<file path="config.mk">
export PLATFORM = sky130hd
export DESIGN_NAME = regfile_scoreboard
export DESIGN_NICKNAME = d
export VERILOG_FILES = /design/src/rtl/regfile_scoreboard.sv
export SDC_FILE = /design/constraint.sdc
export NUM_CORES = 1
export LEC_CHECK = 0
export CAP_MARGIN = 25
export CORE_AREA = 8 8 436 310
export CTS_CLUSTER_DIAMETER = 200
export DETAILED_ROUTE_END_ITERATION = 6
export DIE_AREA = 0 0 444 318
export DONT_BUFFER_PORTS = 1
export PLACE_DENSITY = 0.61
export SLEW_MARGIN = 5
export SYNTH_ARGS = -nofsm -noshare
export SYNTH_HDL_FRONTEND = slang
export SYNTH_SLANG_ARGS = --single-unit
</file>
<file path="constraint.sdc">
create_clock -name clk -period 7 [get_ports clk]
set_input_delay 0.35 -clock clk [delete_from_list [all_inputs] [get_ports clk]]
set_output_delay 0.35 -clock clk [all_outputs]
set_load 0.05 [all_outputs]
</file>
<file path="src/rtl/regfile_scoreboard.sv">
// Parametrised register file with write-to-read bypass, busy scoreboard and post-reset clear sequencer.
// Latency: reads are combinational; writes and reservations land on the next rising edge; INIT lasts DEPTH edges.
// Backpressure: none; writes and reserves presented while Ready is low are dropped.
module regfile_scoreboard #(
    parameter int DATA_W   = 32,
    parameter int ADDR_W   = 5,
    parameter int ZERO_REG = 1,
    parameter int BYPASS   = 1
) (
    input  logic              clk,
    input  logic              rst_n,
    input  logic [ADDR_W-1:0] ReadReg1,
    input  logic [ADDR_W-1:0] ReadReg2,
    output logic [DATA_W-1:0] ReadData1,
    output logic [DATA_W-1:0] ReadData2,
    output logic              Busy1,
    output logic              Busy2,
    input  logic [ADDR_W-1:0] WriteReg,
    input  logic [DATA_W-1:0] WriteData,
    input  logic              RegWrite,
    input  logic [ADDR_W-1:0] ResvReg,
    input  logic              ResvEn,
    output logic              Ready
);
    localparam int DEPTH = 2 ** ADDR_W;

    typedef enum logic {ST_INIT, ST_RUN} state_t;

    state_t            state_q;
    logic [ADDR_W-1:0] clr_cnt_q;
    logic [ADDR_W-1:0] clr_cnt_d;
    logic              ready_q;
    logic [DEPTH-1:0]  busy_q;
    logic [DATA_W-1:0] regs_q [DEPTH];

    logic              wr_en;
    logic              resv_en;
    logic [ADDR_W-1:0] rd_addr [2];
    logic [DATA_W-1:0] rd_data [2];
    logic              rd_busy [2];

    assign clr_cnt_d = clr_cnt_q + 1'b1;
    assign wr_en   = ready_q && RegWrite && !((ZERO_REG != 0) && (WriteReg == '0));
    assign resv_en = ready_q && ResvEn   && !((ZERO_REG != 0) && (ResvReg  == '0));

    always_ff @(posedge clk or negedge rst_n) begin
        if (!rst_n) begin
            state_q   <= ST_INIT;
            clr_cnt_q <= '0;
            ready_q   <= 1'b0;
            busy_q    <= '0;
        end else begin
            case (state_q)
                ST_INIT: begin
                    clr_cnt_q <= clr_cnt_d;
                    if (&clr_cnt_q) begin
                        state_q <= ST_RUN;
                        ready_q <= 1'b1;
                    end
                end
                ST_RUN: begin
                    // Reserve is applied last so a same-cycle reservation outlives the write's clear.
                    if (wr_en)   busy_q[WriteReg] <= 1'b0;
                    if (resv_en) busy_q[ResvReg]  <= 1'b1;
                end
                default: state_q <= ST_INIT;
            endcase
        end
    end

    // Storage has no reset; the INIT sweep zeroes it.
    always_ff @(posedge clk) begin
        if (state_q == ST_INIT) begin
            regs_q[clr_cnt_q] <= '0;
        end else if (wr_en) begin
            regs_q[WriteReg] <= WriteData;
        end
    end

    assign rd_addr[0] = ReadReg1;
    assign rd_addr[1] = ReadReg2;

    always_comb begin
        for (int p = 0; p < 2; p++) begin
            rd_data[p] = '0;
            rd_busy[p] = 1'b0;
            if (!ready_q || ((ZERO_REG != 0) && (rd_addr[p] == '0))) begin
                rd_data[p] = '0;
                rd_busy[p] = 1'b0;
            end else if ((BYPASS != 0) && RegWrite && (WriteReg == rd_addr[p])) begin
                rd_data[p] = WriteData;
                rd_busy[p] = (ResvEn && (ResvReg == rd_addr[p])) ? busy_q[rd_addr[p]] : 1'b0;
            end else begin
                rd_data[p] = regs_q[rd_addr[p]];
                rd_busy[p] = busy_q[rd_addr[p]];
            end
        end
    end

    assign ReadData1 = rd_data[0];
    assign ReadData2 = rd_data[1];
    assign Busy1     = rd_busy[0];
    assign Busy2     = rd_busy[1];
    assign Ready     = ready_q;

endmodule

</file>
==> Word-level counts from Yosys, hierarchy flattened <==
Memories as Yosys holds them, arrays and structs flattened.
Index checks and enable logic that the tools add are counted.
{ "totals": {"out_inout_bits": 67, "ff_bits": 39, "ram_bits": 1024, "in_bits": 56, "word_cells": 72, "n_memories": 1} }
{ "op_classes": {"muxes": 30, "addsub": 1, "bitwise_logic": 4, "eq_ne": 4, "magnitude_cmp": 6, "reduce_logical": 22} }
{ "mem_list": {"columns": ["name", "words", "width", "read_ports", "rd_clocked_by_memory_dff", "wr", "line", "source"], "rows": [
  ["regs_q", 32, 32, 2, 0, 1, "34", "logic [DATA_W-1:0] regs_q [DEPTH];"]
]} }
{ "op_table": {"columns": ["cell", "count"], "rows": [
  ["2-to-1 mux 32 bit", 8],
  ["bitwise AND 32 bit", 1],
  ["inverter 32 bit", 1],
  ["bitwise OR 32 bit", 1],
  ["OR reduction 32 bit", 1],
  ["less-than comparator 5 x 6 -> 1 bit (second input constant)", 4],
  ["equality test 5 bit", 4],
  ["logical NOT 5 bit", 4],
  ["2-to-1 mux 1 bit", 17],
  ["binary-select mux 1 bit (select 5 bit)", 2],
  ["demux 1 bit (select 5 bit)", 2],
  [">= comparator 5 x 1 -> 1 bit (second input constant)", 2],
  ["logical AND 1 bit", 10],
  ["AND reduction 6 bit", 1],
  ["adder 5 x 1 -> 5 bit (second input constant)", 1],
  ["2-to-1 mux 5 bit", 1],
  ["AND reduction 5 bit", 1],
  ["logical NOT 1 bit", 3],
  ["logical OR 1 bit", 2],
  ["inverter 1 bit", 1]
]} }

==> Logic depth before layout (Yosys ltp) <==
Gate-level depths: netlist of run 1.
{ "logic_depth": {"depth_word": 10, "ltp_mapped": 10} }

==> Least setup slack after synthesis of run 1 <==
No wires, ideal clock.
{ "synth_timing": {"path_type": "register -> register", "start": "register ready_q (netlist: Ready)", "end": "memory regs_q[0][0] (enable)", "path_buffers": 3, "setup_slack_ns": 3.465, "required_time_ns": 6.579, "t_arrival_ns": 3.114, "path_stages_with_launch": 9, "setup_time_ns": 0.421, "cell_sequence": "dfrtp_1 buf_2 and3_1 clkbuf_1 o31ai_2 buf_4 nor2_1 a21oi_1 nor2_1"} }
{ "synth_via": {"elab_chain_cells": 7} }
{ "synth_lines": {"columns": ["element", "line", "source"], "rows": [
  ["start: declaration", "32", "logic ready_q;"],
  ["start signal: assignment", "50", "ready_q <= 1'b0;"],
  ["start signal: assignment", "58", "ready_q <= 1'b1;"],
  ["logical AND 1 bit (*) (2 in series)", "43", "assign wr_en = ready_q && RegWrite && !((ZERO_REG != 0) && (WriteReg == '0));"],
  ["2-to-1 mux 1 bit (*)", "75", "end else if (wr_en) begin"],
  ["2-to-1 mux 1 bit (*)", "73", "if (state_q == ST_INIT) begin"],
  ["2-to-1 mux 1 bit (implied by the code) (*)", "76", "regs_q[WriteReg] <= WriteData;"],
  ["OR reduction 32 bit (no line)", null, null],
  ["2-to-1 mux 5 bit (no line) / 2-to-1 mux 1 bit (equally long branches)", null, null],
  ["end: declaration", "34", null]
]} }
Every way passes the cells marked *; elsewhere a longest branch is shown, timed or not.

==> Worst setup path after layout of run 1 <==
{ "layout_timing": {"start": "input port ReadReg2[0]", "end": "output port ReadData2[16]"} }
{ "layout_via": {"elab_chain_cells": 4} }
{ "layout_lines": {"columns": ["element", "line", "source"], "rows": [
  ["start: declaration", "13", "input logic [ADDR_W-1:0] ReadReg2,"],
  ["parallel branches: the longest is 3 deep, another holds memory read (32 x 32 bit)", null, null],
  ["2-to-1 mux 32 bit (*)", "87", "if (!ready_q || ((ZERO_REG != 0) && (rd_addr[p] == '0))) begin"],
  ["end: declaration", "15", "output logic [DATA_W-1:0] ReadData2,"]
]} }
Every way passes the cells marked *.

==> metrics, run 1 <==
slew margin rel.=-11.94%; R2R Path Start=Ready; largest family of logic cells by synthesized area=multiplexers; Ports=123; Total Power=0.01403 W; share of layout cells above drive strength 1=24.11%; initial drt markers=4847; maximum vdd ir drop=175.9 uV; top-area cell type share of the netlist area=60.25%; total CTS buffers=104; xor-xnor portion of the synthesized cell area=0.3947%; syn nets=3035; kind of critical path=in -> out; register area share after synthesis=62.17%; root buf cell=clkbuf_16; slowest cell on the critical path=buf_16; crit-path max cell delay=810 ps; WL per Instance=34.95 um; Final Hold Fails=0; unrepaired setup endpoints after global routing=no; failing checks=max-slew violations; IO buf count=0; CP max FO=202; final worst path period share=66.17%; CTS tree=built; pin count of the biggest net entering global routing=333; Synth Area in Adders=0.04904%; critical path capture point=ReadData2[16]; first-pass GRT wire length=233.2 mm; fillcell total=10811; Worst Setup End Kind=output port; deepest clock path buffer count=3; synth cell count leaders=edfxtp_1, mux4_2, mux2i_1; CP Cell Sequence=buf_16 -> buf_16 -> mux2i_1 -> a221oi_1 -> a22oi_1 -> a21oi_1 -> a221o_1; GP Congestion=0.8845; Final ANT Viol Nets=0; most frequent cell after synthesis=edfxtp_1; Compound-Gate Fraction of Synth Area=8.571%; DRC Markers=0; Crit path buffers/inverters=2; Slew Limit Fails=108; register clock-pin slew on the reported worst setup and hold paths=60 ps; Internal=0.01074 W; die span in x=444 um; clock latency on the worst-skew pair=710 ps; Ys Warns=0; cell accounting for the most synthesized area=edfxtp_1; Switching Share=23.40%; number of synthesized flops with an enable pin=1024; class of the worst hold path=in -> reg; Max-cap violations=0; Simple-Gate Fraction of Synth Area=3.214%; minimum clock period=4632 ps; CP Depth=7; Post-DP HPWL=92.78 mm; drt total wl=164.6 mm; cell family with most CP delay=compound AO/OA/AOI/OAI gates; outcome=finished with violations; Avg Cell Area, Syn=17.14 um^2; GRT Overall Usage=22.41%; Synth Cell Area=51030 um^2; Gate power share=8.9%; synthesis-to-finish area growth=11.22%; multiplexer share of the synthesized area=22.83%; setup bufs post-CTS=0; reg2reg setup slack=2820 ps; r2r endpoint=regs_q[7][14]; Worst Setup Start Kind=primary input; Seq cells post-synth=1063; WP data required=6650 ps; Final #Nets=3003; Distinct cells, synth=63; Crit. Startpoint=ReadReg2[0]; mean number of vias per cell=6.697; cell mode on critical path=buf_16; Sw Pwr=0.003282 W; fmax=215.9 MHz; sequential share of power=50.2%; top post-synthesis cells by area=edfxtp_1, mux4_2, mux2i_1; Die Ht=318 um; setup violators final=0; via count of the first global-routing pass=31314; Num Clock Sinks=1063; Post-synth ARST share=3.669%; Rows=110; DIE AREA=141200 um^2; Layout Skew=43.98 ps; clock power share=40.9%; total core area=127900 um^2; initial core utilization=39.91%; depth of the CTS H-tree=3; power per cell area=247.1 nW/um^2; Detailed Routing Iterations Pass 1=6; Gate Count Post-Synth=2977; Vias=31534; critical path arrival=4280 ps; Lkg Pwr=19.45 nW; Reg2Reg Depth=6; global route total overflow=0; Setup TNS=0 ps; Least-Margin Pin Slew=1679 ps; initial antenna violation count=2; Top FF cell, synth=edfxtp_1
## cell usage in the layout (no fill, tap or decap), types with 39 or more instances in the layout
cell type | Yosys | final
a21oi_1 | 67 | 67
a221o_1 | 62 | 62
a221oi_1 | 130 | 130
a22oi_1 | 98 | 98
buf_4 | 34 | 63
clkbuf_16 | 0 | 106
dfrtp_1 | 39 | 39
edfxtp_1 | 1024 | 1024
mux2_2 | 64 | 64
mux2i_1 | 266 | 266
mux4_2 | 367 | 367
nand2_1 | 51 | 50
nand3_1 | 47 | 47
nor2_1 | 122 | 87
o21ai_0 | 86 | 86
## worst reg2reg max path, delay by kind of cell, from the launching register on
family,cells,cell delay (ps)
compound gates,2,900
flops,1,1030
simple gates,2,620
buf+inv,2,1160
## how the worst min path moves through the flow
stage,startpoint,to,slack [ps],depth (start not counted)
6_report,WriteData[15],regs_q[19][15],30,1
5_1_grt,WriteData[15],regs_q[19][15],8,1
4_1_cts,WriteReg[3],busy_q[6],0.3,4
3_5_place_dp,rst_n,busy_q[2],60,0
3_3_place_gp,rst_n,busy_q[21],60,0
2_1_floorplan,rst_n,Ready,50,0
## cells by family after synthesis
| kind of cell | count (synthesis) |
|---|---|
| AND/OR/NAND/NOR | 338 |
| multiplexers | 697 |
| buffers and inverters | 267 |
| adder cells (fa/ha/maj) | 2 |
| flip-flops | 1063 |
| XOR/XNOR | 23 |
| AO/OA/AOI/OAI | 587 |
## timing repair
action	CTS	global route
gates resized for setup	0	0
endpoints found under the hold margin	69	5
hold buffers	22	2
## layout make-up
class | count | area (um^2) | area share, %
sequential | 1063 | 31730 | 55.90
multi-input combinational | 1647 | 18240 | 32.14
clock buffer | 129 | 2739 | 4.826
tap | 1680 | 2102 | 3.704
timing repair buffer | 118 | 1244 | 2.191
clock inverter | 60 | 660.6 | 1.164
inverter | 11 | 42.54 | 0.07495
antenna | 1 | 2.502 | 0.004409
## power groups by stage
stage | logic, W | registers [W] | clock network, W
4_1_cts | 0.00115 | 0.00704 | 0.00579
6_report | 0.00125 | 0.00703 | 0.00574
3_3_place_gp | 0.00111 | 0.00717 | 0
2_1_floorplan | 0.000963 | 0.00716 | 0
3_5_place_dp | 0.00113 | 0.00717 | 0
5_1_grt | 0.00130 | 0.00703 | 0.00603
## flip-flops by register name, summed over array words and instances (netlist names)
register   cells
Ready          1
busy_q        32
clr_cnt_q      5
regs_q      1024
state_q        1
## layer usage
metal	global-route usage, %	part of all wire (%)
met1	30.89	40
met2	34.50	46
met3	5.241	10
met4	8.762	4.5
met5	0	0.0079
## per-stage QoR
step | utilization, % | std cells | hold WS (ps) | worst slack, ps | area (um^2)
after global routing | 44.39 | 4708 | 8.225 | 2082 | 56750
after detailed placement | 41.19 | 4469 | 55.79 | 2930 | 52670
after floorplan | - | 2977 | 54.41 | 3465 | 51030
final | 44.39 | 4709 | 27.53 | 2368 | 56760
after CTS | 44.03 | 4680 | 0.3492 | 2710 | 56300
after global placement | 41.11 | 4462 | 55.65 | 3048 | 52570
No activity file was read; power rests on OpenSTA's default activity.
==> run 2, diff against run 1 <==
Clock period 7 ns to 4.3 ns, I/O delays scaled along.
==> metrics, run 2 (same netlist as run 1, synthesis figures left out) <==
outcome=finished with violations; failing checks=max-slew violations; register clock-pin slew on the reported worst setup and hold paths=60 ps (about the same); CTS tree=built; setup violators final=0 (unchanged); total CTS buffers=105 (+0.96%); fmax=274.0 MHz; final worst slack=650.4 ps (-1718 ps); pre-CTS setup slack=952.9 ps (-1977 ps); CTS resizes=0 (unchanged); WL per Instance=34.68 um (-0.79%); GP Congestion=0.8499 (-3.9%); DRC Markers=0 (unchanged); CP Cell Sequence=mux2i_1 -> a221oi_1 -> o21ai_0 -> a21oi_1 -> a221o_1; Ports=123 (unchanged); DIE AREA=141200 um^2 (unchanged); r2r endpoint=regs_q[3][8]; Crit path buffers/inverters=0 (-2); Final #Nets=3035 (+1.1%); Lkg Pwr=19.57 nW (+0.63%); crit-path max cell delay=780 ps (-30 ps); GRT Overall Usage=22.37% (-0.037 points); class of the worst hold path=in -> async; Slew Limit Fails=22 (-80%); drt total wl=164.5 mm (about the same); synthesis-to-finish area growth=11.84%; most frequent cells in the layout=edfxtp_1, mux4_2, mux2i_1, a221oi_1, clkbuf_16; initial core utilization=39.91% (unchanged); Num Clock Sinks=1063 (unchanged); Reg2Reg Depth=6 (unchanged); global route total overflow=0 (unchanged); max FFs per register=1024 (unchanged); minimum clock period=3650 ps; via count of the first global-routing pass=31527 (+0.68%); slowest cell on the critical path=a21oi_1; CP max FO=303 (+50%); Layout Skew=43.48 ps (-0.5027 ps); Least-Margin Pin Slew=1518 ps (-160.7 ps); first-pass GRT wire length=232.7 mm (-0.20%); Vias=32002 (+1.5%); Switching Share=23.55% (+0.15 points); clock power share=40.7% (-0.2 points); initial drt markers=4373 (-9.8%); Die Ht=318 um (unchanged); WP data required=4090 ps (-2560 ps); CP Depth=5 (-2); Final ANT Viol Nets=0 (unchanged); Rows=110 (unchanged); most common cell after layout, fill and taps aside=edfxtp_1; final worst path period share=84.88%; Detailed Routing Iterations Pass 1=7 (+1); die span in x=444 um (unchanged); Total Power=0.02261 W (+61%); total core area=127900 um^2 (unchanged); reg2reg setup slack=960 ps (-1860 ps); initial antenna violation count=3 (+1); Internal=0.01728 W (+61%); power per cell area=396.1 nW/um^2 (+60%); # diodes=0 (-1); Setup TNS=0 ps (unchanged); Max-cap violations=0 (unchanged); slew margin rel.=-1.221% (+11 points); mean number of vias per cell=6.744 (+0.71%); fillcell total=10691 (-1.1%); deepest clock path buffer count=3 (unchanged); critical path arrival=3430 ps (-850 ps); maximum vdd ir drop=347.3 uV (+97%); Final Hold Fails=0 (unchanged); clock latency on the worst-skew pair=720 ps (about the same); IO buf count=0 (unchanged); cell family with most CP delay=compound AO/OA/AOI/OAI gates; share of layout cells above drive strength 1=24.31% (+0.20 points); kind of critical path=in -> out; sequential share of power=50.7% (+0.5 points); depth of the CTS H-tree=3 (unchanged); root buf cell=clkbuf_16; pin count of the biggest net entering global routing=333 (unchanged); R2R Path Start=state_q; Post-DP HPWL=92.35 mm (-0.45%); biggest registers after layout=regs_q: 1024 flops, busy_q: 32 flops, clr_cnt_q: 5 flops; Largest Register=regs_q; Placed Cells=4487 (+0.40%); Final Hold Slack=32.77 ps (+5.237 ps); Sw Pwr=0.005324 W (+62%); Worst Setup Start Kind=primary input; Non-Filler Instances=4745 (+0.76%); unrepaired setup endpoints after global routing=no; Gate power share=8.6% (-0.3 points); Worst Setup End Kind=output port
## run 2: worst reg2reg max path, cell delays in order, from the launching register on
cell,delay (ps)
dfrtp_1,360
and3_1,330
nand3_1,410
a21boi_2,400
buf_4,240
nor2_4,640
buf_4,560
## run 2: worst max-delay path by stage
| stage | startpoint | endpoint | slack (ps) |
|---|---|---|---|
| global route | Ready | ReadData1[31] | 680 |
| CTS | Ready | ReadData2[20] | 690 |
| floorplan | Ready | regs_q[0][0] | 770 |
| finish | ReadReg1[0] | ReadData1[20] | 650 |
| detailed placement | WriteReg[2] | regs_q[27][0] | 950 |
| global placement | WriteReg[2] | regs_q[18][9] | 980 |
## run 2: stage by stage
step / utilization [%] / cell area, um^2
after floorplan: - / 51030
after CTS: 44.27 / 56610
final: 44.64 / 57080
after global placement: 41.27 / 52770
after detailed placement: 41.37 / 52900
after global routing: 44.64 / 57080
## run 2: timing repair
action                                  CTS  global route
buffers inserted                          0             0
hold buffers                             29            15
endpoints found under the setup margin    0             0
endpoints found under the hold margin    86           120
## run 2: per-layer routing
layer	routed length [um]	track usage (%)	vias up
li1	-	-	12646
met1	66710	31.29	16972
met2	74810	34.35	2076
met3	17320	5.568	308
met4	5694	7.344	0
met5	0	0	-
## run 2: final cells by class
| cell class | instances | area, um^2 | share of cell area, % |
|---|---|---|---|
| sequential | 1063 | 31730 | 55.58 |
| multi-input combinational | 1647 | 18240 | 31.96 |
| clock buffer | 130 | 2763 | 4.840 |
| tap | 1680 | 2102 | 3.683 |
| timing repair buffer | 149 | 1569 | 2.749 |
| clock inverter | 65 | 634.4 | 1.111 |
| inverter | 11 | 42.54 | 0.07453 |
## run 2: power by group through the flow
stage	logic, W	clock network [W]	registers [W]
3_3_place_gp	0.00179	0	0.0117
6_report	0.00195	0.00920	0.0115
2_1_floorplan	0.00157	0	0.0117
3_5_place_dp	0.00182	0	0.0117
4_1_cts	0.00187	0.00929	0.0115
5_1_grt	0.00202	0.00967	0.0115
